**src/rtl/add_1bit_bist_pkg.sv**
```systemverilog
`default_nettype none
// ============================================================================
// Module   : add_1bit_bist_pkg
// Brief    : Shared types, LFSR constants and helpers for the add_1bit BIST.
// Revision : 1.0 - initial release
// ============================================================================
package add_1bit_bist_pkg;

    typedef enum logic [2:0] {
        ST_IDLE  = 3'd0,
        ST_LEAD  = 3'd1,
        ST_APPLY = 3'd2,
        ST_CHECK = 3'd3,
        ST_DONE  = 3'd4
    } bist_state_e;

    localparam int              ERR_W     = 8;
    localparam logic [ERR_W-1:0] ERR_MAX  = 8'hFF;

    localparam int               LFSR_W    = 8;
    // x^8 + x^6 + x^5 + x^4 + 1 -> state bits 7, 5, 4, 3
    localparam logic [LFSR_W-1:0] LFSR_TAPS = 8'hB8;
    localparam logic [LFSR_W-1:0] LFSR_SEED = 8'hA5;

    function automatic logic lfsr_fb(input logic [LFSR_W-1:0] s);
        return ^(s & LFSR_TAPS);
    endfunction

    function automatic logic [LFSR_W-1:0] lfsr_next(input logic [LFSR_W-1:0] s);
        return {s[LFSR_W-2:0], lfsr_fb(s)};
    endfunction

endpackage
`default_nettype wire

```
**src/rtl/add_1bit_bist_lfsr.sv**
```systemverilog
`default_nettype none
// ============================================================================
// Module   : add_1bit_bist_lfsr
// Brief    : 8-bit Fibonacci LFSR vector source; load has priority over step.
// Revision : 1.0 - initial release
// ============================================================================
module add_1bit_bist_lfsr
    import add_1bit_bist_pkg::*;
(
    input  wire logic              clk,
    input  wire logic              rst_n,
    input  wire logic              load,
    input  wire logic              step,
    output logic [LFSR_W-1:0]      q
);

    logic [LFSR_W-1:0] lfsr_q;
    logic [LFSR_W-1:0] lfsr_d;

    always_comb begin
        lfsr_d = lfsr_q;
        if (load) begin
            lfsr_d = LFSR_SEED;
        end else if (step) begin
            lfsr_d = lfsr_next(lfsr_q);
        end
    end

    always_ff @(posedge clk or negedge rst_n) begin
        if (!rst_n) begin
            lfsr_q <= LFSR_SEED;
        end else begin
            lfsr_q <= lfsr_d;
        end
    end

    assign q = lfsr_q;

endmodule
`default_nettype wire

```
**config.mk**
```make
export PLATFORM = sky130hd
export DESIGN_NAME = add_1bit_bist_lfsr
export DESIGN_NICKNAME = d
export VERILOG_FILES = /design/src/rtl/add_1bit_bist_pkg.sv /design/src/rtl/add_1bit_bist_lfsr.sv
export SDC_FILE = /design/constraint.sdc
export NUM_CORES = 1
export LEC_CHECK = 0
export CORE_AREA = 2 2 39 41
export DETAILED_ROUTE_END_ITERATION = 10
export DIE_AREA = 0 0 41 43
export DONT_BUFFER_PORTS = 1
export GPL_ROUTABILITY_DRIVEN = 0
export PLACE_DENSITY_LB_ADDON = 0.15
export SLEW_MARGIN = 20
export SYNTH_ARGS = -nofsm -noshare
export SYNTH_HDL_FRONTEND = slang
export SYNTH_SLANG_ARGS = --single-unit
export TNS_END_PERCENT = 50
```
**constraint.sdc**
```tcl
create_clock -name clk -period 1.3 [get_ports clk]
set_input_delay 0.26 -clock clk [delete_from_list [all_inputs] [get_ports clk]]
set_output_delay 0.26 -clock clk [all_outputs]
set_load 0.01 [all_outputs]
```
Word level (Yosys, flattened, before mapping)
Index checks and enable logic that the tools add are counted.
Word-level totals
  input port bits: 4
  output and inout port bits: 8
  flip-flop bits (word level): 8
  logic and storage cells: 5
Operators by class
  reductions and logical operators: 2
  multiplexer cells: 2
Operators by type and width (number)
  8-bit two-way mux: 2
  8-bit parity: 1
  2-bit nonzero test: 1

Logic depth before layout (Yosys ltp)
Gate-level depths: netlist of run 1.
  word-level depth: 3
  gate-level depth with buffers: 3
  mapped depth without buffers: 3

Least setup slack after synthesis of run 1
No wires, ideal clock.
  path kind: register to register
  from: reg lfsr_q[5], in the netlist q[5]
  to: reg lfsr_q[0], in the netlist q[0]
  buffers on the path: 0
  clock period less this slack: 997 ps
  required time: 1211 ps
  library setup time: 89 ps
  data arrival time: 908 ps
  cell stages (with the launch flop): 4
  path slack: 303 ps
  path through: dfstp_2 -> xnor2_1 -> xnor2_1 -> a31oi_1
Between the ends
  cells in the longest elaborated chain, start to end: 3
RTL lines
  from (decl): RTL line add_1bit_bist_lfsr.sv:17  | logic [LFSR_W-1:0] lfsr_q;
  from (signal assigned): RTL line add_1bit_bist_lfsr.sv:33  | lfsr_q <= lfsr_d;
  8-bit parity: RTL line add_1bit_bist_pkg.sv:26  | return ^(s & LFSR_TAPS);
  8-bit two-way mux: RTL line add_1bit_bist_lfsr.sv:24  | end else if (step) begin
  8-bit two-way mux: RTL line add_1bit_bist_lfsr.sv:22  | if (load) begin
Every way passes these cells. The select of a mux whose other input is x is not followed.
A chain may end at the register's enable or synchronous reset.

Final worst setup path of run 1
  from: reg lfsr_q[5], in the netlist q[5]
  to: out q[5]
RTL lines
  to (decl): RTL line add_1bit_bist_lfsr.sv:14  | output logic [LFSR_W-1:0] q
No word-level cell between the ends.

==> results of run 1 <==
worst min path at each step:
stage / start / end / slack (ns) / cells after the start
2_1_floorplan: rst_n / q[1] / -0.04 / 0
3_3_place_gp: rst_n / q[6] / -0.04 / 0
3_5_place_dp: rst_n / q[6] / -0.04 / 0
4_1_cts: load / q[1] / 0.06 / 1
5_1_grt: load / q[4] / 0.04 / 1
6_report: load / q[4] / 0.07 / 1
per-stage QoR:
| step | instance area, um2 | std cells |
|---|---|---|
| 2_1_floorplan | 348 | 29 |
| 3_3_place_gp | 363 | 44 |
| 3_5_place_dp | 363 | 44 |
| 4_1_cts | 395 | 48 |
| 5_1_grt | 395 | 48 |
| 6_report | 395 | 48 |
repair_timing:
item	4_1_cts	5_1_grt
endpoints found under the hold margin	8	0
hold buffers	1	0
resized for setup	0	0
area by class of cell:
cell class | count | area [um2] | area share
Clock buffer | 3 | 22.5 | 0.0570
Inverter | 1 | 3.75 | 0.00949
Multi-Input combinational cell | 19 | 134 | 0.339
Sequential cell | 8 | 205 | 0.519
Tap cell | 16 | 20.0 | 0.0506
Timing Repair Buffer | 1 | 10.0 | 0.0253
worst reg2reg max path, cell delays in order, from the launching register on:
cell,delay (ns)
dfstp_2,0.59
xnor2_1,0.14
xnor2_1,0.09
a31oi_1,0.17
routing by layer:
metal / routed length, um / vias to the layer above / track usage
li1: - / 103 / -
met1: 323 / 99 / 0.140
met2: 311 / 9 / 0.119
met3: 69 / 0 / 0.0524
met4: 0 / 0 / 0.0800
met5: 0 / - / 0
logic make-up after synthesis:
logic type,synth area share
flip-flops,0.590
AO/OA/AOI/OAI,0.0180
buffers and inverters,0.0252
AND/OR/NAND/NOR,0.0899
multiplexers,0.201
XOR/XNOR,0.0756
cell usage after synthesis:
| cell type | count |
|---|---|
| inv_1 | 1 |
| nand2_1 | 3 |
| mux2i_1 | 7 |
| xnor2_1 | 3 |
| a31oi_1 | 1 |
| buf_2 | 1 |
| dfrtp_1 | 4 |
| dfstp_2 | 4 |
| nor3_1 | 1 |
| nor2_1 | 4 |
power by group:
| group | total [mW] | internal, mW | switching, mW | leakage (nW) |
|---|---|---|---|---|
| registers | 0.314 | 0.281 | 0.0339 | 0.0944 |
| clock network | 0.190 | 0.106 | 0.0846 | 0.0138 |
| logic | 0.0575 | 0.0323 | 0.0251 | 0.0725 |
| total | 0.562 | 0.419 | 0.144 | 0.181 |
==> impl_metrics.json, run 1 <==
{
  "finalWorstSetupSlack_ns": 0.199,
  "outcome": "completed",
  "place_hpwl_um": 506,
  "via_per_inst": 4.40,
  "drcViolationCount": 0,
  "crit_type": "register to output pin",
  "post-route-min-period_ns": 1.10,
  "cp_data_arrival_time_ns": 0.84,
  "power.leakage_nw": 0.181,
  "globalRouteTotalUtil": 0.104,
  "die_w_um": 41,
  "setup.worst_path.end": "q[5]",
  "final_common_cell": "mux2i_1",
  "ys_warn_count": 0,
  "ys_ff_latch": 8,
  "wl_per_cell_um": 14.7,
  "initial_core_util": 0.251,
  "grt-ovfl-total": 0,
  "startpoint": "q[5]",
  "cp.required_ns": 1.04,
  "final_cell_mix": "7 x mux2i_1, 4 x nor2_1, 4 x dfstp_2, 4 x dfrtp_1",
  "synth.avg_cell_area_um2": 12.0,
  "fill_cells": 141,
  "finalMaxSlewViolations": 0,
  "htreeDepth": 1,
  "clkTransAtPathRegs_ns": 0.06,
  "firstDrtPassIters": 3,
  "coreArea_um2": 1380,
  "path_depth": 0,
  "syn_nets": 33,
  "hp-class": "primary input to register",
  "place_ws_ns": 0.248,
  "dieHeight_um": 43,
  "synth_top_area_cell": "dfstp_2",
  "startpoint_type": "register",
  "io_pins": 12,
  "utilization": 0.286,
  "ff2ff_path_depth": 3,
  "powerDensity_nw_per_um2": 1420,
  "drive_gt1_frac": 0.219,
  "cts.path.max_buffers": 2,
  "skew_ns": 0.00634,
  "grt_pass1_vias": 241,
  "hold_slack_ns": 0.0671,
  "r2r_slack_ns": 0.22,
  "numCtsBuffers": 3,
  "tightest_slew_ns": 0.378,
  "clkLatencyLatePin_ns": 0.25,
  "synth_cells": 29,
  "dr.first_iter.drc_count": 3,
  "n_antenna_cell": 0,
  "vias": 211,
  "fin_nets": 38,
  "grt_pass1_wl_mm": 1.16,
  "clock.fmax_mhz": 908,
  "relSlewSlack": 0.747,
  "maxCapViolCount": 0,
  "crit_fanout": 4,
  "r2r_start": "q[5]",
  "finalHoldViolCount": 0,
  "tns_ns": 0,
  "ant_nets": 0,
  "cp-end-kind": "output pin",
  "grt_start_max_net_pins": 10,
  "rsz0062_at_grt": "false",
  "cts_tree": "done",
  "io_buffers": 0,
  "ys_seq_area_frac": 0.590,
  "synthDistinctLibCells": 10,
  "vdd_ir_drop_max_mv": 0.296,
  "largest_reg_flops": 8,
  "cts_setup_buffers": 0,
  "area.growth.synth_to_final_pct": 13.7,
  "clock-root-buffer": "clkbuf_4",
  "fin_crit_sh": 0.847,
  "routed_wl_um": 704,
  "clkSinkCount": 8,
  "antenna_found_initial": 0,
  "synth.area.top_cells": "dfstp_2 30%, dfrtp_1 29%, mux2i_1 20%",
  "rows": 14,
  "dieArea_um2": 1760,
  "total_power_uw": 562,
  "synth_area_um2": 348,
  "synth_top_area_frac": 0.302,
  "setup_viol": 0,
  "reg2reg_to": "q[0]"
}
(Power assumes the default switching activity.)
==> inputs of run 2 (changes only) <==
==> constraint.sdc (replaced) <==
create_clock -name clk -period 0.9 [get_ports clk]
set_input_delay 0.18 -clock clk [delete_from_list [all_inputs] [get_ports clk]]
set_output_delay 0.18 -clock clk [all_outputs]
set_load 0.01 [all_outputs]
==> run 2 against run 1 <==
Against the previous run:
- the run now ends with setup timing left
- sequential cell count stayed put
- utilization is 6.3 points higher
- global-route usage is 1.6 points higher
- wire length is 6.7% higher
- cell count is 17% higher
- largest cell class unchanged
==> impl_metrics.json, run 2 (same netlist as run 1, synthesis figures left out) <==
{
  "crit_fanout": 2,
  "vdd_ir_drop_max_mv": 0.766,
  "cts_tree": "done",
  "via_per_inst": 4.32,
  "finalWorstSetupSlack_ns": -0.177,
  "grt_pass1_vias": 256,
  "violations": "setup timing",
  "finalHoldViolCount": 0,
  "antenna_found_initial": 0,
  "htreeDepth": 1,
  "firstDrtPassIters": 2,
  "post-route-min-period_ns": 1.08,
  "cp.required_ns": 0.72,
  "area.growth.synth_to_final_pct": 38.8,
  "powerDensity_nw_per_um2": 1780,
  "crit_chain": "buf_6",
  "skew_ns": 0.00206,
  "finalMaxSlewViolations": 0,
  "cp_data_arrival_time_ns": 0.90,
  "ant_nets": 0,
  "maxCapViolCount": 0,
  "grt_pass1_wl_mm": 1.34,
  "max_stage_delay_ns": 0.55,
  "globalRouteTotalUtil": 0.120,
  "total_power_uw": 862,
  "clock-root-buffer": "clkbuf_4",
  "utilization": 0.349,
  "relSlewSlack": 0.750,
  "hp-class": "primary input to register",
  "vias": 242,
  "critPathTopFamily": "flip-flops",
  "numCtsBuffers": 3,
  "power.leakage_nw": 0.229,
  "outcome": "complete, but fails checks",
  "io_pins": 12,
  "grt_start_max_net_pins": 10,
  "place_hpwl_um": 555,
  "wl_per_cell_um": 13.4,
  "rows": 14,
  "fin_nets": 46,
  "cts.path.max_buffers": 2,
  "clkLatencyLatePin_ns": 0.25,
  "largest_reg_flops": 8,
  "dieArea_um2": 1760,
  "critical_path_buf_inv_count": 1,
  "crit_type": "register to output pin",
  "final_cell_mix": "7 x mux2i_1, 4 x nor2_1, 4 x buf_6, 4 x dfstp_2, 4 x dfrtp_1",
  "drive_gt1_frac": 0.350,
  "cp-end-kind": "output pin",
  "clock.fmax_mhz": 928,
  "hold_slack_ns": 0.0750,
  "startpoint_type": "register",
  "n_antenna_cell": 0,
  "slowest_stage": "dfstp_2",
  "die_w_um": 41,
  "fin_crit_sh": 1.20,
  "tns_ns": -0.790,
  "io_buffers": 0,
  "final_common_cell": "mux2i_1",
  "tightest_slew_ns": 0.373,
  "initial_core_util": 0.251,
  "dieHeight_um": 43,
  "grt-ovfl-total": 0,
  "setup_viol": 7,
  "clkTransAtPathRegs_ns": 0.05,
  "dr.first_iter.drc_count": 2,
  "drcViolationCount": 0,
  "clkSinkCount": 8,
  "coreArea_um2": 1380,
  "routed_wl_um": 751,
  "rsz0062_at_grt": "true"
}
-- run 2: what timing repair did --
item | CTS | global route
resized for setup | 4 | 0
hold buffers | 3 | 0
setup endpoints to repair | 8 | 8
buffers inserted | 2 | 0
hold endpoints to repair | 13 | 0
-- run 2: routing by layer --
metal / share of wire / vias up / GRT usage
met5: 0 / - / 0
met4: 0 / 0 / 0.0800
met3: 0.064 / 0 / 0.0471
met2: 0.52 / 5 / 0.166
met1: 0.42 / 118 / 0.146
li1: - / 119 / -
-- run 2: cell type report --
| cell class | instances | area (um2) |
|---|---|---|
| clock buffers | 3 | 22.5 |
| fillers | 142 | 901 |
| inverters | 1 | 3.75 |
| multi-input cells | 19 | 141 |
| flip-flops and latches | 8 | 205 |
| well taps | 16 | 20.0 |
| repair buffers | 9 | 90.1 |
-- run 2: final timing paths --
path / startpoint / end / slack [ns] / cells past startpoint
min in group asynchronous: rst_n / q[1] / 0.28 / 1
min: step / q[5] / 0.08 / 2
min reg2reg: q[2] / q[2] / 0.59 / 2
max reg2reg: q[5] / q[0] / -0.14 / 4
max: q[7] / q[7] / -0.18 / 1
max in group asynchronous: rst_n / q[7] / 0.31 / 1
-- run 2: power by group --
group          total, mW  leakage, nW  internal [mW]  switching [mW]
Clock              0.267       0.0138          0.152           0.115
Combinational      0.154        0.121         0.0900          0.0639
Sequential         0.441       0.0944          0.405          0.0363
-- run 2: through the flow --
stage               instances  instance area, um2  setup slack, ns
finish                     56                 483           -0.177
global route               56                 483           -0.219
global placement           48                 400          -0.0680
floorplan                  29                 355          -0.0807
detailed placement         48                 400          -0.0671
CTS                        56                 483           -0.190
==> inputs of run 3 (changes only) <==
--- a/config.mk
+++ b/config.mk
@@ -5,6 +5,8 @@
 export SDC_FILE = /design/constraint.sdc
 export NUM_CORES = 1
 export LEC_CHECK = 0
+export CELL_PAD_IN_SITES_DETAIL_PLACEMENT = 0
+export CELL_PAD_IN_SITES_GLOBAL_PLACEMENT = 2
 export CORE_AREA = 2 2 39 41
 export DETAILED_ROUTE_END_ITERATION = 10
 export DIE_AREA = 0 0 41 43
==> run 3 against run 2 <==
Against the previous run:
- the flow still finishes with violations (setup timing)
- sequential share of layout area is 0.67 points higher
- combinational power decreased by 5%
- maximum frequency down 0.23%
- critical path depth is the same
- sequential cell count stayed put
- sequential power is essentially flat
- wire length fell by 3.2%
- non-clock buffer count is 1 lower
- clock power grew 2%
==> impl_metrics.json, run 3 (same netlist as run 1, synthesis figures left out) <==
{
  "final_cell_mix": "7 x mux2i_1, 4 x nor2_1, 4 x buf_6, 4 x dfstp_2, 4 x dfrtp_1",
  "antenna_found_initial": 0,
  "powerDensity_nw_per_um2": 1810,
  "crit_fanout": 2,
  "cts_tree": "done",
  "drive_gt1_frac": 0.333,
  "vias": 251,
  "violations": "setup timing",
  "skew_ns": 0.00220,
  "cp.required_ns": 0.72,
  "die_w_um": 41,
  "globalRouteTotalUtil": 0.110,
  "fin_nets": 45,
  "outcome": "complete, but fails checks",
  "cp-end-kind": "output pin",
  "ant_nets": 0,
  "largest_reg_flops": 8,
  "relSlewSlack": 0.761,
  "drcViolationCount": 0,
  "htreeDepth": 1,
  "grt_start_max_net_pins": 10,
  "wl_per_cell_um": 13.2,
  "clkLatencyLatePin_ns": 0.25,
  "tns_ns": -0.874,
  "fin_crit_sh": 1.20,
  "io_pins": 12,
  "slowest_stage": "dfstp_2",
  "tightest_slew_ns": 0.358,
  "dieHeight_um": 43,
  "final_common_cell": "mux2i_1",
  "grt_pass1_vias": 251,
  "dr.first_iter.drc_count": 6,
  "via_per_inst": 4.56,
  "maxCapViolCount": 0,
  "finalMaxSlewViolations": 0,
  "cp_data_arrival_time_ns": 0.90,
  "dieArea_um2": 1760,
  "finalHoldViolCount": 0,
  "critPathTopFamily": "flip-flops",
  "n_antenna_cell": 0,
  "finalWorstSetupSlack_ns": -0.180,
  "io_buffers": 0,
  "coreArea_um2": 1380,
  "fill_cells": 147,
  "numCtsBuffers": 3,
  "clock.fmax_mhz": 926,
  "finish.instance_area_um2": 475,
  "crit_type": "register to output pin",
  "max_stage_delay_ns": 0.54,
  "routed_wl_um": 727,
  "area.growth.synth_to_final_pct": 36.7,
  "firstDrtPassIters": 2,
  "rsz0062_at_grt": "true",
  "grt-ovfl-total": 0,
  "clock-root-buffer": "clkbuf_4",
  "utilization": 0.344,
  "hold_slack_ns": 0.0702,
  "hp-class": "primary input to register",
  "clkTransAtPathRegs_ns": 0.05,
  "place_ws_ns": -0.0776,
  "clkSinkCount": 8,
  "critical_path_buf_inv_count": 1,
  "startpoint_type": "register",
  "post-route-min-period_ns": 1.08,
  "place_hpwl_um": 539,
  "vdd_ir_drop_max_mv": 0.648,
  "setup_viol": 7,
  "initial_core_util": 0.251,
  "power.leakage_nw": 0.224,
  "place_area_um2": 400,
  "cts.path.max_buffers": 2,
  "grt_pass1_wl_mm": 1.24,
  "crit_chain": "buf_6",
  "rows": 14
}
==> run 3: cell type report <==
class,instances,area (um2),share of cell area
tap,16,20.0,0.0421
inverter,1,3.75,0.00789
timing repair buffer,8,82.6,0.174
multi-input combinational,19,141,0.297
clock buffer,3,22.5,0.0474
sequential,8,205,0.432
==> run 3: path summary, 6_finish.rpt <==
check	from	depth (start not counted)	slack (ns)	endpoint
worst max-delay path	q[7]	1	-0.18	q[7]
worst min-delay path	step	2	0.07	q[7]
worst max register to register	q[5]	4	-0.16	q[0]
worst min register to register	q[2]	2	0.59	q[2]
max in group asynchronous	rst_n	1	0.33	q[2]
min in group asynchronous	rst_n	1	0.27	q[4]
==> run 3: layer usage <==
layer / wire [um] / vias up / GRT usage
li1: - / 120 / -
met4: 15 / 0 / 0.0800
met5: 0 / - / 0
met3: 53 / 2 / 0.0471
met2: 355 / 7 / 0.150
met1: 303 / 122 / 0.132
==> run 3: power by group <==
group | leakage, nW | internal (mW) | switching (mW)
Sequential | 0.0944 | 0.405 | 0.0377
Combinational | 0.116 | 0.0854 | 0.0608
Clock | 0.0138 | 0.152 | 0.120
==> run 3: metrics by stage <==
| stage | std cells | total power [mW] |
|---|---|---|
| after floorplan | 29 | 0.531 |
| after CTS | 55 | 0.878 |
| after detailed placement | 48 | 0.563 |
| final | 55 | 0.861 |
| after global placement | 48 | 0.561 |
| after global routing | 55 | 0.911 |
==> run 3: what timing repair did <==
item,CTS,global route
endpoints found under the hold margin,13,0
endpoints found under the setup margin,8,7
setup buffers,1,0
resized for setup,4,0
hold buffers,3,0
